==> src/rtl/qam_pkg.sv <==
// Shared definitions for the QAM transmit path: baud rate codes, the rate-to-upsample
// factor map and the symbol scheduler state encoding.
package qam_pkg;

    localparam logic [1:0] BAUD_9600  = 2'b00;
    localparam logic [1:0] BAUD_19200 = 2'b01;
    localparam logic [1:0] BAUD_38400 = 2'b10;
    localparam logic [1:0] BAUD_76800 = 2'b11;

    typedef enum logic [1:0] {
        ST_IDLE  = 2'd0,
        ST_RUN   = 2'd1,
        ST_DRAIN = 2'd2
    } sched_state_t;

    // Filter-clock cycles per symbol for each rate code (76800 / baud).
    function automatic logic [3:0] baud_to_n(input logic [1:0] code);
        logic [3:0] n;
        case (code)
            BAUD_9600:  n = 4'd8;
            BAUD_19200: n = 4'd4;
            BAUD_38400: n = 4'd2;
            BAUD_76800: n = 4'd1;
            default:    n = 4'd8;
        endcase
        return n;
    endfunction

endpackage

==> src/rtl/upsamp_phase_ctr.sv <==
// Symbol-period phase counter: counts 0..N-1 while running, latching N only at period start.
// Flags are combinational from registers; no backpressure, advances every cycle outside IDLE.
module upsamp_phase_ctr
    import qam_pkg::*;
(
    input  logic         clk_76800,
    input  logic         rst_n,
    input  sched_state_t state_i,
    input  logic         en_i,
    input  logic [1:0]   baud_rate_i,
    output logic         boundary_o,
    output logic         last_o
);

    logic [2:0] phase_q, phase_d;
    logic [3:0] n_cur_q, n_cur_d;

    assign last_o     = ({1'b0, phase_q} == (n_cur_q - 4'd1));
    assign boundary_o = (state_i == ST_RUN) && (phase_q == 3'd0);

    // Rate changes are only sampled at a wrap, so a period never changes length mid-way.
    always_comb begin
        phase_d = phase_q;
        n_cur_d = n_cur_q;
        if (state_i == ST_IDLE) begin
            phase_d = 3'd0;
            if (en_i) begin
                n_cur_d = baud_to_n(baud_rate_i);
            end
        end else if (last_o) begin
            phase_d = 3'd0;
            n_cur_d = baud_to_n(baud_rate_i);
        end else begin
            phase_d = phase_q + 3'd1;
        end
    end

    always_ff @(posedge clk_76800 or negedge rst_n) begin
        if (!rst_n) begin
            phase_q <= 3'd0;
            n_cur_q <= 4'd8;
        end else begin
            phase_q <= phase_d;
            n_cur_q <= n_cur_d;
        end
    end

endmodule

==> src/rtl/upsamp_sched.sv <==
// Symbol scheduler/upsampler: pulls one I/Q symbol per period, emits one sample per clk_76800.
// Latency: symbol accepted in cycle t appears with up_first in t+1; sym_ready is only high at RUN phase 0.
module upsamp_sched
    import qam_pkg::*;
#(
    parameter int WIDTH = 32,
    parameter bit HOLD  = 1'b1
)
(
    input  logic             clk_76800,
    input  logic             rst_n,
    input  logic             en,
    input  logic [1:0]       baud_rate,
    input  logic             sym_valid,
    output logic             sym_ready,
    input  logic [WIDTH-1:0] sym_i,
    input  logic [WIDTH-1:0] sym_q,
    output logic [WIDTH-1:0] up_i,
    output logic [WIDTH-1:0] up_q,
    output logic             up_first,
    output logic             busy,
    output logic             underrun,
    input  logic             underrun_clr
);

    sched_state_t     state_q;
    logic [WIDTH-1:0] hold_i_q, hold_q_q;
    logic [WIDTH-1:0] up_i_q, up_q_q;
    logic             up_first_q, underrun_q;
    logic             boundary, last;
    logic [WIDTH-1:0] cap_i, cap_q;

    upsamp_phase_ctr u_phase_ctr (
        .clk_76800   (clk_76800),
        .rst_n       (rst_n),
        .state_i     (state_q),
        .en_i        (en),
        .baud_rate_i (baud_rate),
        .boundary_o  (boundary),
        .last_o      (last)
    );

    // An empty boundary plays out a period of zeros rather than stalling the filter.
    assign cap_i = sym_valid ? sym_i : '0;
    assign cap_q = sym_valid ? sym_q : '0;

    always_ff @(posedge clk_76800 or negedge rst_n) begin
        if (!rst_n) begin
            state_q    <= ST_IDLE;
            hold_i_q   <= '0;
            hold_q_q   <= '0;
            up_i_q     <= '0;
            up_q_q     <= '0;
            up_first_q <= 1'b0;
            underrun_q <= 1'b0;
        end else begin
            if (boundary && !sym_valid) begin
                underrun_q <= 1'b1;
            end else if (underrun_clr) begin
                underrun_q <= 1'b0;
            end

            case (state_q)
                ST_IDLE: begin
                    up_i_q     <= '0;
                    up_q_q     <= '0;
                    up_first_q <= 1'b0;
                    if (en) begin
                        state_q <= ST_RUN;
                    end
                end
                ST_RUN: begin
                    if (boundary) begin
                        hold_i_q   <= cap_i;
                        hold_q_q   <= cap_q;
                        up_i_q     <= cap_i;
                        up_q_q     <= cap_q;
                        up_first_q <= 1'b1;
                    end else begin
                        up_i_q     <= HOLD ? hold_i_q : '0;
                        up_q_q     <= HOLD ? hold_q_q : '0;
                        up_first_q <= 1'b0;
                    end
                    // Disabling on the final phase completes the period here; DRAIN would open a new one.
                    if (!en) begin
                        state_q <= last ? ST_IDLE : ST_DRAIN;
                    end
                end
                ST_DRAIN: begin
                    up_i_q     <= HOLD ? hold_i_q : '0;
                    up_q_q     <= HOLD ? hold_q_q : '0;
                    up_first_q <= 1'b0;
                    if (en) begin
                        state_q <= ST_RUN;
                    end else if (last) begin
                        state_q <= ST_IDLE;
                    end
                end
                default: begin
                    state_q <= ST_IDLE;
                end
            endcase
        end
    end

    assign sym_ready = boundary;
    assign up_i      = up_i_q;
    assign up_q      = up_q_q;
    assign up_first  = up_first_q;
    assign busy      = (state_q != ST_IDLE);
    assign underrun  = underrun_q;

endmodule

==> config.mk <==
export PLATFORM = sky130hd
export DESIGN_NAME = upsamp_sched
export DESIGN_NICKNAME = d
export VERILOG_FILES = /design/src/rtl/qam_pkg.sv /design/src/rtl/upsamp_phase_ctr.sv /design/src/rtl/upsamp_sched.sv
export SDC_FILE = /design/constraint.sdc
export NUM_CORES = 1
export LEC_CHECK = 0
export CELL_PAD_IN_SITES_DETAIL_PLACEMENT = 1
export CELL_PAD_IN_SITES_GLOBAL_PLACEMENT = 1
export CORE_MARGIN = 2
export CORE_UTILIZATION = 35
export CTS_BUF_LIST = sky130_fd_sc_hd__clkbuf_8
export DETAILED_ROUTE_END_ITERATION = 7
export PLACE_DENSITY = 0.87
export SYNTH_ARGS = -nofsm -noshare
export SYNTH_HDL_FRONTEND = slang
export SYNTH_SLANG_ARGS = --single-unit
export TNS_END_PERCENT = 10
==> constraint.sdc <==
create_clock -name clk_76800 -period 2.1 [get_ports clk_76800]
set_input_delay 0.42 -clock clk_76800 [delete_from_list [all_inputs] [get_ports clk_76800]]
set_output_delay 0.42 -clock clk_76800 [all_outputs]
set_load 0.005 [all_outputs]
==> results, run 1 <==
- The flow ran to the end, and the final reports show no timing, DRC or antenna violations.
- The beginning of the worst hold path is sym_valid.
- Among all flip-flop cells after synthesis, the most frequent one is dfrtp_1.
- The number of synthesized flops with an enable pin is 0.
- Dividing total power by cell area gives a power density of 1380 nW/um^2.
- Sorting the synthesized cells by area gives the leading types as dfrtp_1 58%, nand2_1 12%, o21ai_1 10%, a22oi_1 8.1%, clkbuf_1 3.0%.
- The worst min-delay path category is in2reg.
- The number of global-route vias before repair came to 5421.
- The total negative slack for setup checks is 0 ps.
- The number of max-cap violations is 0.
- From synthesis to final layout, the design area changed by 37.1%.
- The critical path class is reg2reg.
- The cell at the root of the clock tree is clkbuf_8.
- After synthesis the cells add up to 5940 um^2.
- During I/O placement, the number of pins put on the boundary was about 140.
- The remaining max-slew budget at the tightest pin is about 44%.
- The final wirelength is 16.8 mm.
- For the worst-skew pair, the clock arrives at the later sink with an insertion delay of 440 ps.
- The die width is around 130 um.
- Counting the buffers created by CTS gives 17.
- The number of remaining DRC errors is 0.
- The final number of max-transition violations is 0.
- The pre-antenna-repair detailed-routing pass consisted of 4 iterations.
- The worst register-to-register path ends at u_phase_ctr.n_cur_q[2].
- The effective utilization at floorplan is 35.8%.
- The share of the yosys chip area belonging to registers is 58.5%.
- The height of the die is 134 um.
- For met2 alone, demand over resource in global routing was around a third.
- The most critical setup path has its startpoint at u_phase_ctr.n_cur_q[1].
- The routability congestion estimate from global placement is 0.762.
- The portion of synthesized cell area occupied by the leading cell type is ~58%.
- Across the routed clock network, the largest skew measured is 10.8 ps.
- The global-route wire length before repair is 27.5 mm.
- Setup violations remaining at the end of the flow were counted as 0.
- The number of clock sinks is 139.
- After legalization and detailed placement, the total HPWL measured 10.8 mm.
- Counting distinct cell types in the post-synthesis netlist gives 31.
- The initial antenna violation count is 0.
- The reg2reg setup slack is 20 ps.
- The residual antenna-violating net count after detailed routing is 0.
- The kind of start point of the critical path is a flop.
- The worst hold path passes through 3 cells.
- Of all flip-flops after synthesis, the portion carrying an async set or reset was 100%.
- In this run the tool buffered the top-level ports with ~140 buffer cells.
- STA classifies the critical path endpoint as a flop.
- Of all nets on the critical path, the largest fanout is 4.
- For this run, the slowest stage of the critical path takes 410 ps.
- The worst path required time is around 2400 ps.
- The maximum vdd drop is ~0.84 mV.
- Dividing the detail-routed wire length by the instance count gives about 17 um.
- The synthesized netlist net count is between 700 and 800.
- Averaged over all synthesized cells, the footprint is 9.48 um^2.
- For hold timing, the worst endpoint is hold_q_q[20].
- The most used routing layer is met2.
- The period utilization is 99.2%.
- The critical path crosses 7 cells after its start point.
- The number of buffers and inverters on the critical path is 1.
- The detailed-route via count is just over 5k.
- The core footprint is around 17000 um^2.
- Among cell families on the critical path, the largest total delay comes from multiplexers.
- The count of endpoints failing hold in the final timing report is 0.
- The startpoint identified for the worst register-to-register timing path is u_phase_ctr.n_cur_q[1].
- After clock tree synthesis, the clock-pin slew on the worst setup and hold paths is around 80 ps.
- The arrival time reported for the critical path endpoint is 2410 ps.
- The met3 track demand over resource is under 10%.
- The post-synthesis instance total is about 630.
- The floorplan has 47 rows.
- The starting DRC count in detailed routing is 179.
- The synthesized design contains between 100 and 150 register bits.
- The number of inserted filler cells in the final layout is ~1.9k.
- The average vias per placed instance is between 5 and 6.
- At the pin with the least slew margin, the transition time is roughly 840 ps.
- The maximum number of pins on one net before global-route repair is 68.
- The routed design could run at a clock period as short as 2080 ps.
- The signal on the critical path passes through inv_2 > ha_4 > xor2_2 > or3b_4 > a211oi_4 > mux2i_4 > mux2_4.
- For this run the aggregate overflow at the end of global routing stands at 0.
- The overall power consumption is 11.2 mW.
- The global routing usage summed across all routing layers is 19.4%.
- The clock passes through at most 2 buffers.
- The CTS tree is built.
- The maximum clock frequency is between 400 and 500 MHz.
- The most area-hungry cell type in the Yosys netlist is dfrtp_1.
- The area of the die is 18000 um^2.
- 0 antenna diodes ended up in the layout.
- The met1 usage is 24.7%.
- The synthesis warning total is 0.
- Cells with a size suffix above 1 make up 9.94% of the layout.
- The cell with the biggest individual delay on the critical path is or3b_4.
- The number of nets at the end of the flow is 841.
- The worst register-to-register path has a depth of 7.
- The number of H-tree levels is 4.
- In this run the static leakage power is around 3.4 nW.
## area by class of cell
class	count	area [um^2]	share of cell area (%)
Tap cell	220	275	3.38
Clock buffer	20	275	3.38
Inverter	9	33.8	0.415
Multi-Input combinational cell	429	2270	27.9
Clock inverter	12	121	1.49
Sequential cell	139	3480	42.7
Timing Repair Buffer	166	1690	20.7
## how the worst max path moves through the flow
stage / endpoint / slack (ps)
floorplan: u_phase_ctr.n_cur_q[2] / 20
global placement: u_phase_ctr.n_cur_q[2] / 130
detailed placement: u_phase_ctr.n_cur_q[2] / 60
CTS: u_phase_ctr.n_cur_q[2] / 50
global route: u_phase_ctr.n_cur_q[2] / -60
finish: u_phase_ctr.n_cur_q[2] / 20
## worst min-delay path: cells and delay by family
| kind | cells | cell delay (ps) |
|---|---|---|
| AOI/OAI and AO/OA | 1 | 70 |
| and+or+nand+nor | 1 | 110 |
| buffers and inverters | 1 | 240 |
## state kept, by name, indices dropped and copies added (netlist names)
name / cells
hold_q_q: 32
up_first: 1
hold_i_q: 32
u_phase_ctr.phase_q: 3
underrun: 1
up_q: 32
u_phase_ctr.n_cur_q: 4
state_q: 2
up_i: 32
## cells by family (layout without fill, tap and decap cells)
group / after synthesis / after routing / share of synthesized area [%]
flip-flops: 139 / 139 / 58.5
adder cells (fa/ha/maj): 8 / 8 / 1.68
buffers and inverters: 59 / 207 / 3.75
XOR/XNOR: 4 / 4 / 0.590
AO/OA/AOI/OAI: 202 / 202 / 20.2
multiplexers: 5 / 5 / 1.22
AND/OR/NAND/NOR: 210 / 210 / 14.0
## metal layers
metal / vias up / share of wire, %
met5: - / 0
met2: 121 / 50
met4: 0 / 1.5
li1: 2405 / -
met3: 19 / 3.6
met1: 2489 / 45
## power breakdown
group          leakage, nW  switching [mW]  internal, mW
logic                 1.37            2.83          1.96
clock network        0.200            1.05          1.14
registers             1.87           0.585          3.66
## metrics by stage
stage               hold slack (ps)  instances  setup slack [ps]  util (%)  area, um^2
floorplan                       124        627              20.1         -        5940
global placement                409        957               131      46.3        7680
detailed placement              412        957              56.6      46.3        7680
CTS                             419        991              47.8      48.8        8100
global route                    475        995             -61.9      49.1        8150
finish                          451        995              16.4      49.1        8150
## cell usage in the layout, fill, tap and decap left out, types with 3 or more instances in the layout
cell type,n
inv_1,7
ha_2,4
nand3b_1,3
clkinv_2,6
clkbuf_8,20
o21ai_1,120
nand2_1,196
a22oi_1,64
ha_1,3
clkdlybuf4s50_1,134
clkinvlp_4,3
o21ai_0,10
buf_12,8
buf_4,19
dfrtp_1,137
## synth_stat cells (all sizes together) (3+ instances only)
| master | count |
|---|---|
| o21ai | 130 |
| mux2i | 3 |
| clkbuf | 48 |
| dfrtp | 138 |
| inv | 9 |
| ha | 8 |
| a22oi | 64 |
| nand3b | 3 |
| nand2 | 196 |
## repair_timing
| action | 4_1_cts | 5_1_grt |
|---|---|---|
| setup buffers | 1 | 4 |
| endpoints found under the hold margin | 47 | 0 |
| gates resized for setup | 5 | 4 |
| setup endpoints to repair | 2 | 1 |
| hold buffers | 1 | 0 |
| pin swaps | 1 | 3 |
(Power assumes the default switching activity.)
==> run 2: changes to the inputs <==
--- a/config.mk
+++ b/config.mk
@@ -5,6 +5,7 @@
 export SDC_FILE = /design/constraint.sdc
 export NUM_CORES = 1
 export LEC_CHECK = 0
+export ABC_CLOCK_PERIOD_IN_PS = 2100
 export CELL_PAD_IN_SITES_DETAIL_PLACEMENT = 1
 export CELL_PAD_IN_SITES_GLOBAL_PLACEMENT = 1
 export CORE_MARGIN = 2
==> results of run 2 <==
No change in the layout: final DEF, timing and power equal those of run 1.
==> run 3: changes to the inputs <==
--- a/config.mk
+++ b/config.mk
@@ -13,6 +13,7 @@
 export CTS_BUF_LIST = sky130_fd_sc_hd__clkbuf_8
 export DETAILED_ROUTE_END_ITERATION = 7
 export PLACE_DENSITY = 0.87
+export REMOVE_ABC_BUFFERS = 1
 export SYNTH_ARGS = -nofsm -noshare
 export SYNTH_HDL_FRONTEND = slang
 export SYNTH_SLANG_ARGS = --single-unit
==> results, run 3 (synthesized netlist as in run 1, its figures left out) <==
- The cell-internal power came to 6.96 mW (was 6.75 mW).
- The starting DRC count in detailed routing is 227 (was 179).
- The average vias per placed instance is 5.07 (was 5.06).
- The worst path required time came to 2440 ps (was 2430 ps).
- The total negative slack for setup checks is 0 ps (unchanged).
- The startpoint of the worst-slack reg-to-reg timing path is u_phase_ctr.n_cur_q[1] (unchanged).
- The maximum vdd drop is 1.08 mV (was 0.838 mV).
- The remaining max-slew budget at the tightest pin is 46.8% (was 44.2%).
- The clock tree buffer depth was 2 (unchanged).
- The area of the die is 18000 um^2 (unchanged).
- The arrival time reported for the critical path endpoint is 2350 ps (was 2410 ps).
- The maximum number of pins on one net before global-route repair is 68 (unchanged).
- The proportion of power drawn by the clock network is 21.3% (was 19.5%).
- The post-layout instance count excluding filler cells is 990 (was 995).
- The remaining global-route overflow came to 0 (unchanged).
- The worst min-delay path category is in2async (was in2reg).
- The capturing point of the worst reg2reg path is u_phase_ctr.n_cur_q[2] (unchanged).
- The total number of placement rows is 47 (unchanged).
- The worst-margin pin slew is 798 ps (was 837 ps).
- The setup clock skew after layout was 16.7 ps (was 10.8 ps).
- The overall power consumption is 11.4 mW (was 11.2 mW).
- The shortest period the worst path allows came to 2010 ps (was 2080 ps).
- The core footprint was 16600 um^2 (unchanged).
- The total net switching power came to 4.42 mW (was 4.46 mW).
- Most used cells in the layout excluding fill and tap cells: 196 x nand2_1, 137 x dfrtp_1, 134 x clkdlybuf4s50_1, 120 x o21ai_1, 64 x a22oi_1 (unchanged).
- The number of clock sinks is 139 (unchanged).
- The residual antenna-violating net count after detailed routing is 0 (unchanged).
- The category of the worst setup path capture point is a flop (unchanged).
- The first element of the critical path is u_phase_ctr.n_cur_q[1] (unchanged).
- The share of final-layout standard cells stronger than drive strength 1 is 9.09% (was 9.94%).
- The most common library cell in the layout ignoring fill and taps is nand2_1 (unchanged).
- The effective utilization at floorplan is 35.8% (unchanged).
- The worst reg2reg path depth is 7 (unchanged).
- The period utilization was 95.6% (was 99.2%).
- The setup-violating endpoint count in the final report came to 0 (unchanged).
- The combinational group share of total power is 41.7% (was 42.7%).
- The cell at the root of the clock tree is clkbuf_8 (unchanged).
- The number of H-tree levels is 4 (unchanged).
- The power density of the placed cells is 1400 nW/um^2 (was 1380 nW/um^2).
- The height of the die is 134 um (unchanged).
- The sequential fraction of design power came to 37.0% (was 37.8%).
- The leakage power was 3.44 nW (about the same).
- The maximum clock frequency is 498 MHz (was 480 MHz).
- The number of buffers inserted during clock tree synthesis is 17 (unchanged).
- The number of nets at the end of the flow is 837 (was 841).
- The maximum single-stage delay on the critical path is 390 ps (was 410 ps).
- The critical path class is reg2reg (unchanged).
- The detailed-route via count was 5020 (was 5034).
- Status: finished clean (unchanged).
- The count of endpoints failing hold in the final timing report was 0 (unchanged).
- The relative area change from synthesis to final layout was 36.8% (was 37.1%).
- Setup repair after global routing left no endpoint under its margin.
- The global routing usage summed across all routing layers is 19.5% (was 19.4%).
- The CTS tree is built (unchanged).
- The reg2reg setup slack came to 90 ps (was 20 ps).
- The initial antenna violation count is 1 (was 0).
- The I/O pin count is 139 (unchanged).
- The length of the first detailed-routing pass in iterations is 4 (unchanged).
- The kind of start point of the critical path is a flop (unchanged).
- The routability congestion estimate from global placement was 0.765 (was 0.762).
- The average routed wire per standard cell is 16.9 um (about the same).
- The antenna diode count is 0 (unchanged).
- The final number of max-transition violations was 0 (unchanged).
- The count of port buffers added during placement is 138 (unchanged).
- The final wirelength was 16.8 mm (about the same).
- The cell with the biggest individual delay on the critical path is or3b_4 (unchanged).
- Sequence of cells on the critical path: inv_1 > ha_1 > xor2_1 > or3b_4 > a211oi_4 > mux2i_4 > mux2_4 (was inv_2 > ha_4 > xor2_2 > or3b_4 > a211oi_4 > mux2i_4 > mux2_4).
- The number of remaining DRC errors is 0 (unchanged).
- The worst slack after detailed placement is 50.9 ps (was 56.6 ps).
- The die width was 134 um (unchanged).
- The estimated wirelength of the detail-placed design is 10.6 mm (was 10.8 mm).
- The clock insertion delay at the later pin of the skew report is 450 ps (was 440 ps).
- The switching part of the total power is 38.8% (was 39.8%).
- The clock-pin slew reported for the worst setup and hold paths after clock tree synthesis is 90 ps (was 80 ps).
- The count of placed standard cells including taps is 954 (was 957).
- The largest fanout on the critical path is 4 (unchanged).
- The final worst slack was 93.4 ps (was 16.4 ps).
- The number of global-route vias before repair is 5405 (was 5421).
- The number of max-cap violations was 0 (unchanged).
- The global-route wire length before repair is 27.8 mm (was 27.5 mm).
run 3: final cells by class:
| cell class | count | area (um^2) |
|---|---|---|
| repair buffers | 162 | 1640 |
| multi-input cells | 429 | 2250 |
| clock buffers | 20 | 275 |
| inverters | 9 | 33.8 |
| well taps | 220 | 275 |
| flip-flops and latches | 139 | 3480 |
| clock inverters | 11 | 168 |
| fillers | 1884 | 8450 |
run 3: routing by layer:
layer  track usage, %  part of all wire, %
met1             24.5                   45
met2             33.2                   49
met3             5.25                  4.8
met4             5.50                  1.0
met5                0                0.078
run 3: power by group through the flow:
| stage | clock network (mW) | registers (mW) | logic [mW] |
|---|---|---|---|
| global route | 2.60 | 4.34 | 5.32 |
| global placement | 0 | 4.19 | 4.56 |
| floorplan | 0 | 4.01 | 2.18 |
| CTS | 2.49 | 4.21 | 4.84 |
| detailed placement | 0 | 4.26 | 4.71 |
| finish | 2.42 | 4.21 | 4.75 |
run 3: worst max path at each step:
stage / to / slack (ps) / cells past startpoint
after floorplan: up_first / -3420 / 4
after global placement: u_phase_ctr.n_cur_q[2] / 110 / 7
after detailed placement: u_phase_ctr.n_cur_q[2] / 50 / 7
after CTS: busy / 6 / 4
after global routing: up_q[12] / 6 / 9
final: u_phase_ctr.n_cur_q[2] / 90 / 7
run 3: what timing repair did:
action                                  4_1_cts  5_1_grt
buffers inserted                              4        0
hold buffers                                  1        0
gates cloned                                  0        0
pin swaps                                     1        2
resized for setup                             8        3
endpoints found under the setup margin        2       11
hold endpoints to repair                     39        0
run 3: stage by stage:
stage / cell area (um^2) / hold WS, ps / util (%)
floorplan: 5750 / 124 / -
global placement: 7630 / 376 / 46.0
detailed placement: 7630 / 374 / 46.0
CTS: 8120 / 445 / 49.0
global route: 8130 / 460 / 49.0
finish: 8130 / 458 / 49.0
run 3: critical path: cells and delay by family (launching register included):
kind | cells | cell delay (ps)
XOR/XNOR | 1 | 170
AND/OR/NAND/NOR | 1 | 390
adder cells (fa/ha/maj) | 1 | 190
flip-flops | 1 | 360
buffers and inverters | 1 | 70
AO/OA/AOI/OAI | 1 | 270
multiplexers | 2 | 470
==> variant: new RTL, flow settings as in run 3 <==
Set the parameter `WIDTH` to 24 (it was 32).
--- a/src/rtl/upsamp_sched.sv
+++ b/src/rtl/upsamp_sched.sv
@@ -3,7 +3,7 @@
 module upsamp_sched
     import qam_pkg::*;
 #(
-    parameter int WIDTH = 32,
+    parameter int WIDTH = 24,
     parameter bit HOLD  = 1'b1
 )
 (
Interface: changed (resized sym_i, sym_q, up_i and up_q); port bits go from 139 to 107. The function was not compared with the original's and may differ.
==> variant against run 3 <==
- the flow now finishes with violations (negative hold slack)
- synthesized area is 10% lower
- utilization is 3.2 points lower
- design area is 15% lower
- critical endpoint is now u_phase_ctr.n_cur_q[1]
- via count is 8.2% lower
- routed wire length is 8.2% lower
- sequential cell count is 32 lower
- count of clock-buffer cells in the layout is 11 lower
- power is 17% lower
- worst setup slack worse by 0.077 ns
- sequential power is 20% lower
==> variant: results (changes against run 3) <==
- Run status: finished, violations left
- Failing checks: negative hold slack
- Comb_multi_in: 386 (-10%)
- Layout cells sized above 1: 7.50% (-1.6 points)
- Hold slack: -0.00758 ns (-0.465 ns)
- Met2 wire length: 7.83 mm (-5.1%)
- # fillers: 1712 (-9.1%)
- First-pass GRT wire length: 25.8 mm (-7.0%)
- Signal buffers: 128 (-21%)
- Synth top cells by count: 152 x nand2_1, 106 x dfrtp_1, 99 x o21ai_0, 57 x inv_1, 50 x mux2i_1
- Routability cong.: 0.845 (+10%)
- Final hold violations: 2 (+2)
- Slowest-stage cell, CP: or4b_4
- Top delay family on crit path: simple AND/OR/NAND/NOR gates
- Final nets: 752 (-10%)
- Clk_skew: 0.00799 ns (-0.00874 ns)
- Non-clock buffering overhead: 18.1% (-2.1 points)
- Post-place setup slack: 0.0128 ns (-0.0381 ns)
- Via/cell ratio: 5.23 (+3.2%)
- Clock Sinks: 107 (-23%)
- Initial antenna violation count: 0 (-1)
- Port Buffers: 106 (-23%)
- CP Max Fanout: 3 (-1)
- Post-synth cell types: 30 (-3.2%)
- Max_slew headroom: 57.3% (+10 points)
- R2r setup slk: 0.02 ns (-0.08 ns)
- P_leak: 0.00311 µW (-9.6%)
- Register area: 0.00268 mm² (-23%)
- Reg2reg end: u_phase_ctr.n_cur_q[1]
- Drt wl/cell: 17.5 µm (+3.2%)
- Register bit count reported by yosys: 107 (-23%)
- H-Tree Depth: 3 (-1)
- Initial drt markers: 155 (-32%)
- Sequential element share of the synthesized area: 50.3% (-8.3 points)
- Post-DP HPWL: 10.2 mm (-3.9%)
- CTS clk-pin slew, worst paths: 0.11 ns (+0.02 ns)
- Logic inverters: 57 (+48)
- Gr usage total: 19.8% (+0.31 points)
- Multi-input logic area: 0.00228 mm² (+1.3%)
-- variant: changes by cell type in the layout (fill, tap and decap cells not counted), moves of 4 or more --
cell             delta
clkbuf_8           -11
buf_12              -4
nand2_1            -45
dfrtp_1            -32
clkdlybuf4s50_1    -32
buf_4               +4
a22oi_1            -16
o21ai_0            +89
o21ai_1           -120
mux2i_1            +48
inv_1              +48
-- variant: power breakdown --
group / switching (µW) / total [µW] / internal, µW
combinational: 2700 / 4610 / 1910
clock: 723 / 1500 / 781
sequential: 548 / 3360 / 2810
-- variant: cell families after synthesis --
family,count (synthesis),synth area share (%)
xor gates and xnor gates,4,0.658
and+or+nand+nor,168,12.7
AOI/OAI and AO/OA,154,17.3
buffers and inverters,102,7.40
adders and majority gates,8,1.88
muxes,52,9.82
DFF,107,50.3
-- variant: metal layers --
layer	up-vias	global-route usage, %
li1	2162	-
met1	2340	24.4
met2	85	35.4
met3	23	3.14
met4	0	6.66
met5	-	0
